$ cat config.mk
export PLATFORM = sky130hd
export DESIGN_NAME = div_sequencer_flat
export DESIGN_NICKNAME = d
export VERILOG_FILES = /design/src/rtl/div_pkg.sv /design/src/rtl/div_sequencer_if.sv /design/src/rtl/div_step.sv /design/src/rtl/div_sequencer.sv /design/src/flat_wrapper.sv
export SDC_FILE = /design/constraint.sdc
export NUM_CORES = 1
export LEC_CHECK = 0
export CAP_MARGIN = 20
export CORE_ASPECT_RATIO = 0.75
export CORE_UTILIZATION = 30
export CTS_CLUSTER_SIZE = 20
export DETAILED_ROUTE_END_ITERATION = 16
export PLACE_DENSITY = 0.44
export SLEW_MARGIN = 30
export SYNTH_ARGS = -nofsm -noshare
export SYNTH_HDL_FRONTEND = slang
export SYNTH_HIERARCHICAL = 1
export SYNTH_SLANG_ARGS = --single-unit
$ cat constraint.sdc
create_clock -name clk -period 4.6 [get_ports clk]
set_input_delay 0.92 -clock clk [delete_from_list [all_inputs] [get_ports clk]]
set_output_delay 0.92 -clock clk [all_outputs]
set_load 0.01 [all_outputs]
$ cat src/rtl/div_pkg.sv
// div_pkg -- shared types and constants for the div_sequencer slice.
//   div_state_t     : sequencer state encoding (IDLE, ITER, FIX, DONE)
//   DIV_WIDTH       : default operand width
//   DIV_COUNT_W     : iteration counter width for the default operand width
//   count_width()   : iteration counter width for any operand width
//   DIV_ZERO_Q_BIT  : fill bit of the divide-by-zero quotient (all ones)
// Optional feature macro used by the slice: DIV_SIGNED_EN.
package div_pkg;

  typedef enum logic [1:0] {
    IDLE = 2'd0,
    ITER = 2'd1,
    FIX  = 2'd2,
    DONE = 2'd3
  } div_state_t;

  localparam int DIV_WIDTH = 32;

  // Counter must hold 0..WIDTH-1 with a spare bit so WIDTH itself is representable.
  function automatic int count_width(input int width);
    return $clog2(width) + 1;
  endfunction

  localparam int DIV_COUNT_W = $clog2(DIV_WIDTH) + 1;

  localparam logic DIV_ZERO_Q_BIT = 1'b1;

endpackage

$ cat src/rtl/div_sequencer_if.sv
// div_sequencer_if -- request/result handshake bundle between the execute
// stage (master) and the divide sequencer (slave).
//   req_valid/req_ready : operand pair handshake, dividend/divisor sampled on accept
//   res_valid/res_ready : result handshake, quotient/remainder/div_zero held while valid
interface div_sequencer_if #(
  parameter int WIDTH = 32
);

  logic             req_valid;
  logic             req_ready;
  logic [WIDTH-1:0] dividend;
  logic [WIDTH-1:0] divisor;
  logic             res_valid;
  logic             res_ready;
  logic [WIDTH-1:0] quotient;
  logic [WIDTH-1:0] remainder;
  logic             div_zero;

  modport master (
    output req_valid, dividend, divisor, res_ready,
    input  req_ready, res_valid, quotient, remainder, div_zero
  );

  modport slave (
    input  req_valid, dividend, divisor, res_ready,
    output req_ready, res_valid, quotient, remainder, div_zero
  );

endinterface

$ cat src/rtl/div_step.sv
// div_step -- one combinational non-restoring division iteration.
//   a      : partial remainder, WIDTH+1 bits, a[WIDTH] is the sign
//   q      : partial quotient / remaining dividend bits
//   m      : divisor magnitude
//   a_next : partial remainder after shift and add/subtract
//   q_next : quotient after shift with the new quotient bit in bit 0
module div_step #(
  parameter int WIDTH = 32
) (
  input  logic [WIDTH:0]   a,
  input  logic [WIDTH-1:0] q,
  input  logic [WIDTH-1:0] m,
  output logic [WIDTH:0]   a_next,
  output logic [WIDTH-1:0] q_next
);

  logic [WIDTH:0] a_sh;
  logic [WIDTH:0] m_ext;

  always_comb begin
    a_sh   = {a[WIDTH-1:0], q[WIDTH-1]};
    m_ext  = {1'b0, m};
    // Sign of the pre-shift remainder picks subtract (non-negative) or add back.
    a_next = a[WIDTH] ? (a_sh + m_ext) : (a_sh - m_ext);
    q_next = {q[WIDTH-2:0], ~a_next[WIDTH]};
  end

endmodule

$ cat src/rtl/div_sequencer.sv
// div_sequencer -- multi-cycle non-restoring divider controller, one
// iteration per clock through a single div_step instance.
//   clk   : rising-edge clock
//   rst_n : asynchronous active-low reset
//   flush : synchronous abort, drops any operation in flight
//   bus   : div_sequencer_if slave (request in, result out)
// Build option: define DIV_SIGNED_EN for two's complement operands.
//
//   state | meaning
//   IDLE  | waiting for an operand pair, req_ready high unless flushing
//   ITER  | one shift/add-subtract step per clock, WIDTH steps
//   FIX   | final remainder correction, result registers loaded
//   DONE  | result presented, held until res_ready
module div_sequencer
  import div_pkg::*;
#(
  parameter int WIDTH = DIV_WIDTH
) (
  input logic            clk,
  input logic            rst_n,
  input logic            flush,
  div_sequencer_if.slave bus
);

  localparam int CW = count_width(WIDTH);

  div_state_t       state, state_next;
  logic [WIDTH:0]   a_r;
  logic [WIDTH-1:0] q_r;
  logic [WIDTH-1:0] m_r;
  logic [CW-1:0]    count_r;
  logic [WIDTH-1:0] quotient_r;
  logic [WIDTH-1:0] remainder_r;
  logic             div_zero_r;

  logic             accept;
  logic             divisor_zero;
  logic             last_step;
  logic [WIDTH-1:0] dvd_mag;
  logic [WIDTH-1:0] dvs_mag;
  logic [WIDTH:0]   a_step;
  logic [WIDTH-1:0] q_step;
  logic [WIDTH:0]   a_fix;
  logic [WIDTH-1:0] q_res;
  logic [WIDTH-1:0] r_res;

`ifdef DIV_SIGNED_EN
  logic neg_q_r;
  logic neg_r_r;
`endif

  assign accept       = bus.req_valid && bus.req_ready;
  assign divisor_zero = (bus.divisor == '0);
  assign last_step    = (count_r == CW'(WIDTH - 1));

`ifdef DIV_SIGNED_EN
  // MIN's magnitude is 2^(WIDTH-1), which still fits as an unsigned value.
  assign dvd_mag = bus.dividend[WIDTH-1] ? -bus.dividend : bus.dividend;
  assign dvs_mag = bus.divisor[WIDTH-1]  ? -bus.divisor  : bus.divisor;
`else
  assign dvd_mag = bus.dividend;
  assign dvs_mag = bus.divisor;
`endif

  div_step #(.WIDTH(WIDTH)) u_step (
    .a      (a_r),
    .q      (q_r),
    .m      (m_r),
    .a_next (a_step),
    .q_next (q_step)
  );

  always_comb begin
    a_fix = a_r[WIDTH] ? (a_r + {1'b0, m_r}) : a_r;
    q_res = q_r;
    r_res = a_fix[WIDTH-1:0];
`ifdef DIV_SIGNED_EN
    if (neg_q_r) q_res = -q_r;
    if (neg_r_r) r_res = -a_fix[WIDTH-1:0];
`endif
  end

  // state register
  always_ff @(posedge clk or negedge rst_n) begin
    if (!rst_n) state <= IDLE;
    else        state <= state_next;
  end

  // next-state logic
  always_comb begin
    state_next = state;
    if (flush) begin
      state_next = IDLE;
    end else begin
      case (state)
        IDLE: if (accept) state_next = divisor_zero ? DONE : ITER;
        ITER: if (last_step) state_next = FIX;
        FIX:  state_next = DONE;
        DONE: if (bus.res_ready) state_next = IDLE;
        default: state_next = IDLE;
      endcase
    end
  end

  // outputs
  always_comb begin
    bus.req_ready = (state == IDLE) && !flush;
    bus.res_valid = (state == DONE);
    bus.quotient  = quotient_r;
    bus.remainder = remainder_r;
    bus.div_zero  = div_zero_r;
  end

  // Datapath and result registers. Result registers only move on the
  // transitions into DONE, so a flushed or consumed result keeps its value.
  always_ff @(posedge clk or negedge rst_n) begin
    if (!rst_n) begin
      a_r         <= '0;
      q_r         <= '0;
      m_r         <= '0;
      count_r     <= '0;
      quotient_r  <= '0;
      remainder_r <= '0;
      div_zero_r  <= 1'b0;
    end else if (accept) begin
      a_r     <= '0;
      q_r     <= dvd_mag;
      m_r     <= dvs_mag;
      count_r <= '0;
      if (divisor_zero) begin
        quotient_r  <= {WIDTH{DIV_ZERO_Q_BIT}};
        remainder_r <= bus.dividend;
        div_zero_r  <= 1'b1;
      end
    end else if (!flush && state == ITER) begin
      a_r     <= a_step;
      q_r     <= q_step;
      count_r <= count_r + 1'b1;
    end else if (!flush && state == FIX) begin
      quotient_r  <= q_res;
      remainder_r <= r_res;
      div_zero_r  <= 1'b0;
    end
  end

`ifdef DIV_SIGNED_EN
  always_ff @(posedge clk or negedge rst_n) begin
    if (!rst_n) begin
      neg_q_r <= 1'b0;
      neg_r_r <= 1'b0;
    end else if (accept) begin
      neg_q_r <= bus.dividend[WIDTH-1] ^ bus.divisor[WIDTH-1];
      neg_r_r <= bus.dividend[WIDTH-1];
    end
  end
`endif

endmodule

$ cat src/flat_wrapper.sv
// flat-port wrapper written by rule: the top's interface ports become plain ports
module div_sequencer_flat import div_pkg::*;
#(
  parameter int WIDTH = DIV_WIDTH
)
  (clk, rst_n, flush, bus_req_valid, bus_dividend, bus_divisor, bus_res_ready, bus_req_ready, bus_res_valid, bus_quotient, bus_remainder, bus_div_zero);
  div_sequencer_if #(.WIDTH(WIDTH)) bus_i ();
  input logic clk;
  input logic rst_n;
  input logic flush;
  input wire logic [$bits(bus_i.req_valid)-1:0] bus_req_valid;
  input wire logic [$bits(bus_i.dividend)-1:0] bus_dividend;
  input wire logic [$bits(bus_i.divisor)-1:0] bus_divisor;
  input wire logic [$bits(bus_i.res_ready)-1:0] bus_res_ready;
  output wire logic [$bits(bus_i.req_ready)-1:0] bus_req_ready;
  output wire logic [$bits(bus_i.res_valid)-1:0] bus_res_valid;
  output wire logic [$bits(bus_i.quotient)-1:0] bus_quotient;
  output wire logic [$bits(bus_i.remainder)-1:0] bus_remainder;
  output wire logic [$bits(bus_i.div_zero)-1:0] bus_div_zero;
  assign bus_i.req_valid = bus_req_valid;
  assign bus_i.dividend = bus_dividend;
  assign bus_i.divisor = bus_divisor;
  assign bus_i.res_ready = bus_res_ready;
  assign bus_req_ready = bus_i.req_ready;
  assign bus_res_valid = bus_i.res_valid;
  assign bus_quotient = bus_i.quotient;
  assign bus_remainder = bus_i.remainder;
  assign bus_div_zero = bus_i.div_zero;
  div_sequencer #(.WIDTH(WIDTH)) u_core (.clk(clk), .rst_n(rst_n), .flush(flush), .bus(bus_i));
endmodule
==> results of run 1 <==
[critical path, delay by kind of cell (launching register included)]
kind	cells	cell delay [ps]
flops	1	450
xor+xnor	1	170
compound gates	6	1100
simple gates	9	2140
fa+ha+maj	1	320
[sequential cells by signal (all words and copies together), names as in the netlist]
| name | cells |
|---|---|
| u_core/a_r | 33 |
| u_core/bus.div_zero | 1 |
| u_core/bus.quotient | 32 |
| u_core/bus.remainder | 32 |
| u_core/count_r | 6 |
| u_core/m_r | 32 |
| u_core/q_r | 32 |
| u_core/state | 2 |
[metal layers]
layer / GRT usage [%] / up-vias / share of wire, %
li1: - / 5200 / -
met1: 31.4 / 5154 / 53
met2: 28.8 / 290 / 40
met3: 3.89 / 23 / 5.6
met4: 3.71 / 0 / 1.0
met5: 0 / - / 0
[report_power, final]
part	leakage [nW]	switching [mW]	internal, mW
logic	3.88	3.97	3.01
clock network	0.301	0.677	0.858
registers	2.12	0.890	2.15
total	6.30	5.54	6.02
[worst min-delay path by stage]
stage,from,to,slack (ps)
finish,u_core/bus.quotient[14],u_core/bus.quotient[14],460
global route,u_core/bus.quotient[23],u_core/bus.quotient[23],490
CTS,u_core/bus.quotient[14],u_core/bus.quotient[14],470
detailed placement,u_core/bus.quotient[14],u_core/bus.quotient[14],460
global placement,u_core/bus.quotient[5],u_core/bus.quotient[5],450
floorplan,u_core/q_r[2],u_core/bus.quotient[2],510
[layout make-up]
class | count | area [µm²] | share of cell area (%)
Tap cell | 512 | 641 | 4.59
Inverter | 20 | 75.1 | 0.538
Clock inverter | 12 | 145 | 1.04
Sequential cell | 170 | 4260 | 30.5
Multi-Input combinational cell | 1160 | 6830 | 48.9
Timing Repair Buffer | 157 | 1540 | 11.1
Clock buffer | 20 | 467 | 3.34
[cell families after synthesis]
logic type | count (synthesis)
simple gates | 612
xor+xnor | 89
compound gates | 375
flops | 170
fa+ha+maj | 72
mux | 12
buf+inv | 121
[timing repair]
action,4_1_cts,5_1_grt
setup buffers,0,1
setup endpoints to repair,0,3
endpoints found under the hold margin,0,0
gates resized for setup,0,3
[cells in the mapped netlist, types with 18 or more instances]
cell      count  area [µm²]
nand2_1     372        1400
dfrtp_1     170        4250
a21oi_1     141         706
nor2_1      124         465
ha_1         70         876
o21ai_0      67         335
clkbuf_1     54         203
xor2_1       51         447
a31oi_1      39         244
xnor2_1      37         324
buf_4        31         233
a21o_1       25         188
inv_1        20        75.1
a211oi_1     18         135
==> PnR_summary.wiki, run 1 <==
{| class="wikitable"
! Metric !! Value
|-
| Share of flip-flops with an asynchronous set or reset || 100%
|-
| CTS hold repair buffers || 0
|-
| Core Footprint || 38200 µm²
|-
| Non-filler instance count after layout || 2051
|-
| Post-synth top flop || dfrtp_1
|-
| Cell leakage power || 6.30 nW
|-
| Number of clock sinks || 170
|-
| Global-route total usage across every layer || about a fifth
|-
| Setup TNS after final layout || 0 ps
|-
| Unrepaired setup endpoints after global routing || no
|-
| Average wire length per cell after detail routing || between 15 and 20 µm
|-
| Number of global-route vias before repair || around 10000
|-
| Synth Net Count || approximately 1600
|-
| Achievable Freq || about 230 MHz
|-
| Slew at the pin with the worst max-slew slack || roughly 900 ps
|-
| Maximum resistive drop on vdd || roughly 0.00028 V
|-
| Top-level port count || between 100 and 150
|-
| Number of enable flip-flop cells after synthesis || 0
|-
| Run status || finished, final reports clean
|-
| R2r endpoint || u_core/a_r[31]
|-
| Reg clk slew, reported paths || ~70 ps
|-
| Die Y-Extent || 172 µm
|-
| Post-route DRC violation count || 0
|-
| Simple-gate portion of the synthesized area || between 20% and 30%
|-
| Share of cells above drive strength 1 || 5.78%
|-
| Min-delay worst type || register to register
|-
| Final estimated routing congestion in global placement || between 0.8 and 0.9
|-
| Cell row count || 62
|-
| Maximum number of pins on one net before global-route repair || 75
|-
| Master of the slowest instance on the critical path || or4_4
|-
| Commonest non-fill, non-tap cells in the layout || 372 x nand2_1, 169 x dfrtp_1, 139 x a21oi_1
|-
| Fraction of synthesized cell area in xor and xnor cells || between 6 and 7%
|-
| Overall via count from detail_route || between 10000 and 15000
|-
| Data arrival time of the critical path || between 4000 and 5000 ps
|-
| Placed insts || 2018
|-
| TritonRoute pass-1 iters || 5
|-
| Worst Reg-to-Reg Cells || 17
|-
| Clock Tree Root || clkbuf_16
|-
| Net count of the finished layout || ~1700
|-
| Leading cell type in the layout, fill and taps excluded || nand2_1
|-
| Critical-path cell list || or4_4, nor3_2, and2_1, and4bb_1, a21oi_1, xor2_1, ha_1, or2_2, a21oi_1, nor3_1, a21oi_1, nand2_1, o21a_1, nor4b_1, a211o_1, nand2_1, a21oi_1
|-
| Fin crit share || roughly 93%
|-
| Launching element of the worst setup path || u_core/m_r[2]
|-
| Max Root-Sink Buffers || 2
|-
| Remaining number of nets flagged by the antenna check after routing || 0
|-
| Violation count after the first detailed-route iteration || 837
|-
| Type of the setup path with the least slack || register to register
|-
| Starting density of the core || between 30 and 40%
|-
| Count of warnings emitted by yosys || 6
|-
| Setup-violating endpoint count in the final report || 0
|-
| Capture point of the worst path || u_core/a_r[31]
|-
| Post-layout instance area || roughly 14000 µm²
|-
| Cell area after synthesis || 11600 µm²
|-
| Worst slew margin || between 40 and 50%
|-
| Post-DP Area || between 10000 and 15000 µm²
|-
| Setup skew after layout || 15.0 ps
|-
| Final global-route overflow total || 0
|-
| Register-to-register path setup slack || 340 ps
|-
| Mapped Avg Cell Area || 8.01 µm²
|-
| Number of H-tree levels || 4
|-
| Number of antenna violations at the first check in global routing || 0
|-
| Count of maximum capacitance violations || 0
|-
| Design Power || between 10 and 15 mW
|-
| Clock latency of the later-clocked register in the worst-skew pair || 450 ps
|-
| Number of filler instances in the final layout || 4068
|-
| Max Slew Vio Count || 0
|-
| Proportion of synthesized area in mux cells || roughly 1.1%
|-
| Die extent in x || ~230 µm
|-
| Number of hold violations in the final report || 0
|-
| TritonCTS clock tree || built
|-
| Setup ws final || around 340 ps
|-
| Number of CTS-inserted buffers || 17
|-
| Proportion of synthesized chip area in sequential cells || 36.6%
|-
| Critical Path End Type || register
|-
| Start of the worst register-to-register path || u_core/m_r[2]
|-
| HPWL reported at the end of detailed placement || around 30 mm
|-
| Slowest cell delay on critical path || between 500 and 600 ps
|-
| Dominant combinational cell family by area after synthesis || simple AND/OR/NAND/NOR gates
|-
| Number of buffer cells added on primary ports || 135
|-
| Area fraction in compound gates after synthesis || approximately a fifth
|-
| PD cells || between 800 and 900 nW/µm²
|-
| Kind of launch point of the worst setup path || register
|-
| Layout-stage area growth over the synthesis result || 20.1%
|-
| Count of cell types in the netlist || 80
|-
| Adder and majority cell fraction of the synthesized area || between 7 and 8%
|-
| Final WL || between 30 and 40 mm
|-
| Most used cell along the critical path || a21oi_1
|-
| Full die area || between 30000 and 40000 µm²
|-
| Vias per inst || 5.20
|-
| Highest fanout seen on the critical path || 6
|-
| Fin crit period || between 4000 and 5000 ps
|-
| Layout Utilization || between 30 and 40%
|-
| Flip-flop and latch count after synthesis || 170
|-
| Wire length of the first global-routing pass || approximately 61 mm
|-
| Antenna diodes || 0
|-
| Setup slack at placement || approximately 130 ps
|-
| Min-Delay Path Depth || 2
|-
| Required @ worst endpoint || ~5000 ps
|-
| Min Hold Slack || 465 ps
|-
| Cell count after synthesis || roughly 1500
|}
No activity file was read; power rests on OpenSTA's default activity.
==> inputs of run 2 (changes only) <==
--- a/config.mk
+++ b/config.mk
@@ -7,6 +7,7 @@
 export LEC_CHECK = 0
 export CAP_MARGIN = 20
 export CORE_ASPECT_RATIO = 0.75
+export CORE_MARGIN = 8
 export CORE_UTILIZATION = 30
 export CTS_CLUSTER_SIZE = 20
 export DETAILED_ROUTE_END_ITERATION = 16
==> run 2 against run 1 <==
Largest cell class unchanged. Flip-flop and latch count unchanged. Via count decreased by 0.90%. Register-to-register slack got worse by 70 ps. Largest power group unchanged. Non-clock buffer count decreased by 1. Sequential power about the same. Hold slack got worse by 150 ps. Highest routed layer unchanged. Count of clock-buffer cells in the layout increased by 1.
==> PnR_summary.wiki, run 2 (same netlist as run 1, synthesis figures left out) <==
{| class="wikitable"
! Metric !! Value
|-
| Worst Reg-to-Reg Cells || 17 (unchanged)
|-
| Final global-route overflow total || 0 (unchanged)
|-
| Clock Tree Root || clkbuf_16 (unchanged)
|-
| Overall via count from detail_route || 10600 (was 10700)
|-
| Top-level port count || 136 (unchanged)
|-
| Maximum resistive drop on vdd || 0.000263 V (was 0.000278 V)
|-
| Die extent in x || 243 µm (was 229 µm)
|-
| Data arrival time of the critical path || 4690 ps (was 4640 ps)
|-
| Slew at the pin with the worst max-slew slack || 844 ps (was 895 ps)
|-
| Global-route total usage across every layer || 17.4% (was 20.3%)
|-
| Setup slack at placement || 219 ps (was 131 ps)
|-
| Commonest non-fill, non-tap cells in the layout || 372 x nand2_1, 169 x dfrtp_1, 138 x a21oi_1 (was 372 x nand2_1, 169 x dfrtp_1, 139 x a21oi_1)
|-
| Average wire length per cell after detail routing || 19.6 µm (was 19.4 µm)
|-
| Clock latency of the later-clocked register in the worst-skew pair || 460 ps (was 450 ps)
|-
| Antenna diodes || 0 (unchanged)
|-
| Starting density of the core || 30.4% (unchanged)
|-
| Violation count after the first detailed-route iteration || 774 (was 837)
|-
| Setup skew after layout || 17.3 ps (was 15.0 ps)
|-
| Number of hold violations in the final report || 0 (unchanged)
|-
| Highest fanout seen on the critical path || 6 (unchanged)
|-
| Clk pwr share || 12.1% (was 13.3%)
|-
| Register bank with the most flops || u_core/a_r (unchanged)
|-
| Share of cells above drive strength 1 || 5.54% (was 5.78%)
|-
| PD cells || 822 nW/µm² (was 828 nW/µm²)
|-
| Sw frac || 48.4% (was 47.9%)
|-
| Number of global-route vias before repair || 10200 (was 10100)
|-
| Sequential cell fraction of total power || 26.5% (was 26.3%)
|-
| Count of maximum capacitance violations || 0 (unchanged)
|-
| Comb power frac || 61.4% (was 60.4%)
|-
| Die Y-Extent || 186 µm (was 172 µm)
|-
| HPWL reported at the end of detailed placement || 30.7 mm (was 30.0 mm)
|-
| Max FFs per register || 33 (unchanged)
|-
| Wire length of the first global-routing pass || 62.5 mm (was 61.3 mm)
|-
| Number of buffer cells added on primary ports || 135 (unchanged)
|-
| Reported net switching power || 5.54 mW (about the same)
|-
| Final WL || 40.1 mm (was 39.7 mm)
|-
| Remaining number of nets flagged by the antenna check after routing || 0 (unchanged)
|-
| Kind of launch point of the worst setup path || register (unchanged)
|-
| Core Footprint || 38200 µm² (unchanged)
|-
| Cell internal power dissipation || 5.91 mW (was 6.02 mW)
|-
| Cell row count || 62 (unchanged)
|-
| Post-DP Area || 13300 µm² (about the same)
|-
| Maximum number of pins on one net before global-route repair || 87 (was 75)
|-
| Full die area || 45300 µm² (was 39500 µm²)
|-
| Total setup buffers inserted after CTS || 0 (unchanged)
|-
| Setup ws final || 275 ps (was 341 ps)
|-
| Fin crit period || 4320 ps (was 4260 ps)
|-
| Vias per inst || 5.16 (was 5.20)
|-
| Post-route DRC violation count || 0 (unchanged)
|-
| Reg clk slew, reported paths || 70 ps (about the same)
|-
| Cell leakage power || 6.28 nW (was 6.30 nW)
|-
| Setup-violating endpoint count in the final report || 0 (unchanged)
|-
| Type of the setup path with the least slack || register to register (unchanged)
|-
| Critical Path End Type || register (unchanged)
|-
| Required @ worst endpoint || 4960 ps (was 4980 ps)
|-
| Number of clock sinks || 170 (unchanged)
|-
| Layout-stage area growth over the synthesis result || 20.0% (was 20.1%)
|-
| Number of filler instances in the final layout || 3972 (was 4068)
|-
| Post-layout instance area || 13900 µm² (was 14000 µm²)
|-
| Unrepaired setup endpoints after global routing || no (unchanged)
|-
| Reg area || 4260 µm² (unchanged)
|-
| Number of antenna violations at the first check in global routing || 0 (unchanged)
|-
| Min-delay worst type || input pin to async pin (was register to register)
|-
| Multi-input logic area || 6840 µm² (was 6830 µm²)
|-
| Achievable Freq || 231 MHz (was 235 MHz)
|-
| Worst slew margin || 43.7% (was 40.3%)
|-
| Final estimated routing congestion in global placement || 0.868 (was 0.882)
|-
| Max Root-Sink Buffers || 2 (unchanged)
|-
| Leading cell type in the layout, fill and taps excluded || nand2_1 (unchanged)
|-
| Number of H-tree levels || 4 (unchanged)
|-
| Net count of the finished layout || 1666 (was 1667)
|-
| Max Slew Vio Count || 0 (unchanged)
|-
| Fin crit share || 94.0% (was 92.6%)
|-
| Number of CTS-inserted buffers || 17 (unchanged)
|-
| TritonRoute pass-1 iters || 7 (was 5)
|-
| Run status || finished, final reports clean (unchanged)
|-
| TritonCTS clock tree || built (unchanged)
|-
| Setup TNS after final layout || 0 ps (unchanged)
|}
## run 2: layout make-up
cell class	instances	area share, %
Clock buffer	21	3.38
Tap cell	512	4.60
Multi-Input combinational cell	1160	49.1
Sequential cell	170	30.5
Clock inverter	8	0.467
Timing Repair Buffer	156	11.4
Inverter	20	0.539
## run 2: per-layer routing
layer	track usage [%]	part of all wire, %
met3	3.00	4.7
met1	27.7	54
met5	0	0
met4	3.52	1.1
met2	23.8	40
## run 2: per-stage QoR
stage          utilization, %  cells  total power, mW  hold WS (ps)
6_report                 36.4   2047             11.5           318
5_1_grt                  36.4   2047             12.4           312
4_1_cts                  36.3   2046             11.4           471
3_5_place_dp             34.9   2017             9.99           456
3_3_place_gp             34.9   2017             10.0           453
2_1_floorplan               -   1451             7.85           505
## run 2: power groups by stage
stage	registers, mW	clock network, mW	logic [mW]
final	3.04	1.39	7.03
after global routing	3.14	1.49	7.81
after CTS	3.03	1.43	6.98
after detailed placement	3.06	0	6.94
after global placement	3.05	0	6.99
after floorplan	2.79	0	5.07
## run 2: worst paths after layout
check                                  startpoint                        to  slack (ps)
max                                 u_core/m_r[2]            u_core/a_r[32]         280
min                                         rst_n   u_core/bus.quotient[11]         320
max reg2reg                         u_core/m_r[2]            u_core/a_r[32]         280
min reg2reg                u_core/bus.quotient[3]    u_core/bus.quotient[3]         470
max in group asynchronous                   rst_n  u_core/bus.remainder[30]        3630
min in group clk           u_core/bus.quotient[3]    u_core/bus.quotient[3]         470
## run 2: what timing repair did
item                       in CTS  in global routing
hold buffers                    0                  0
setup endpoints to repair       0                  4
resized for setup               0                  6
## run 2: worst max-delay path, cell delays in order (launching register included)
cell and delay, ps:
dfrtp_1 460, or4_4 560, nor3_2 300, and2_1 230, and4bb_1 290, nor3b_4 310
a21oi_1 120, xor2_1 160, ha_1 370, nand3_1 130, nor2_1 60, a21boi_1 120
nor3_1 260, nand4b_1 140, a31oi_2 310, xor2_1 180, nand2_1 60, a21oi_1 170
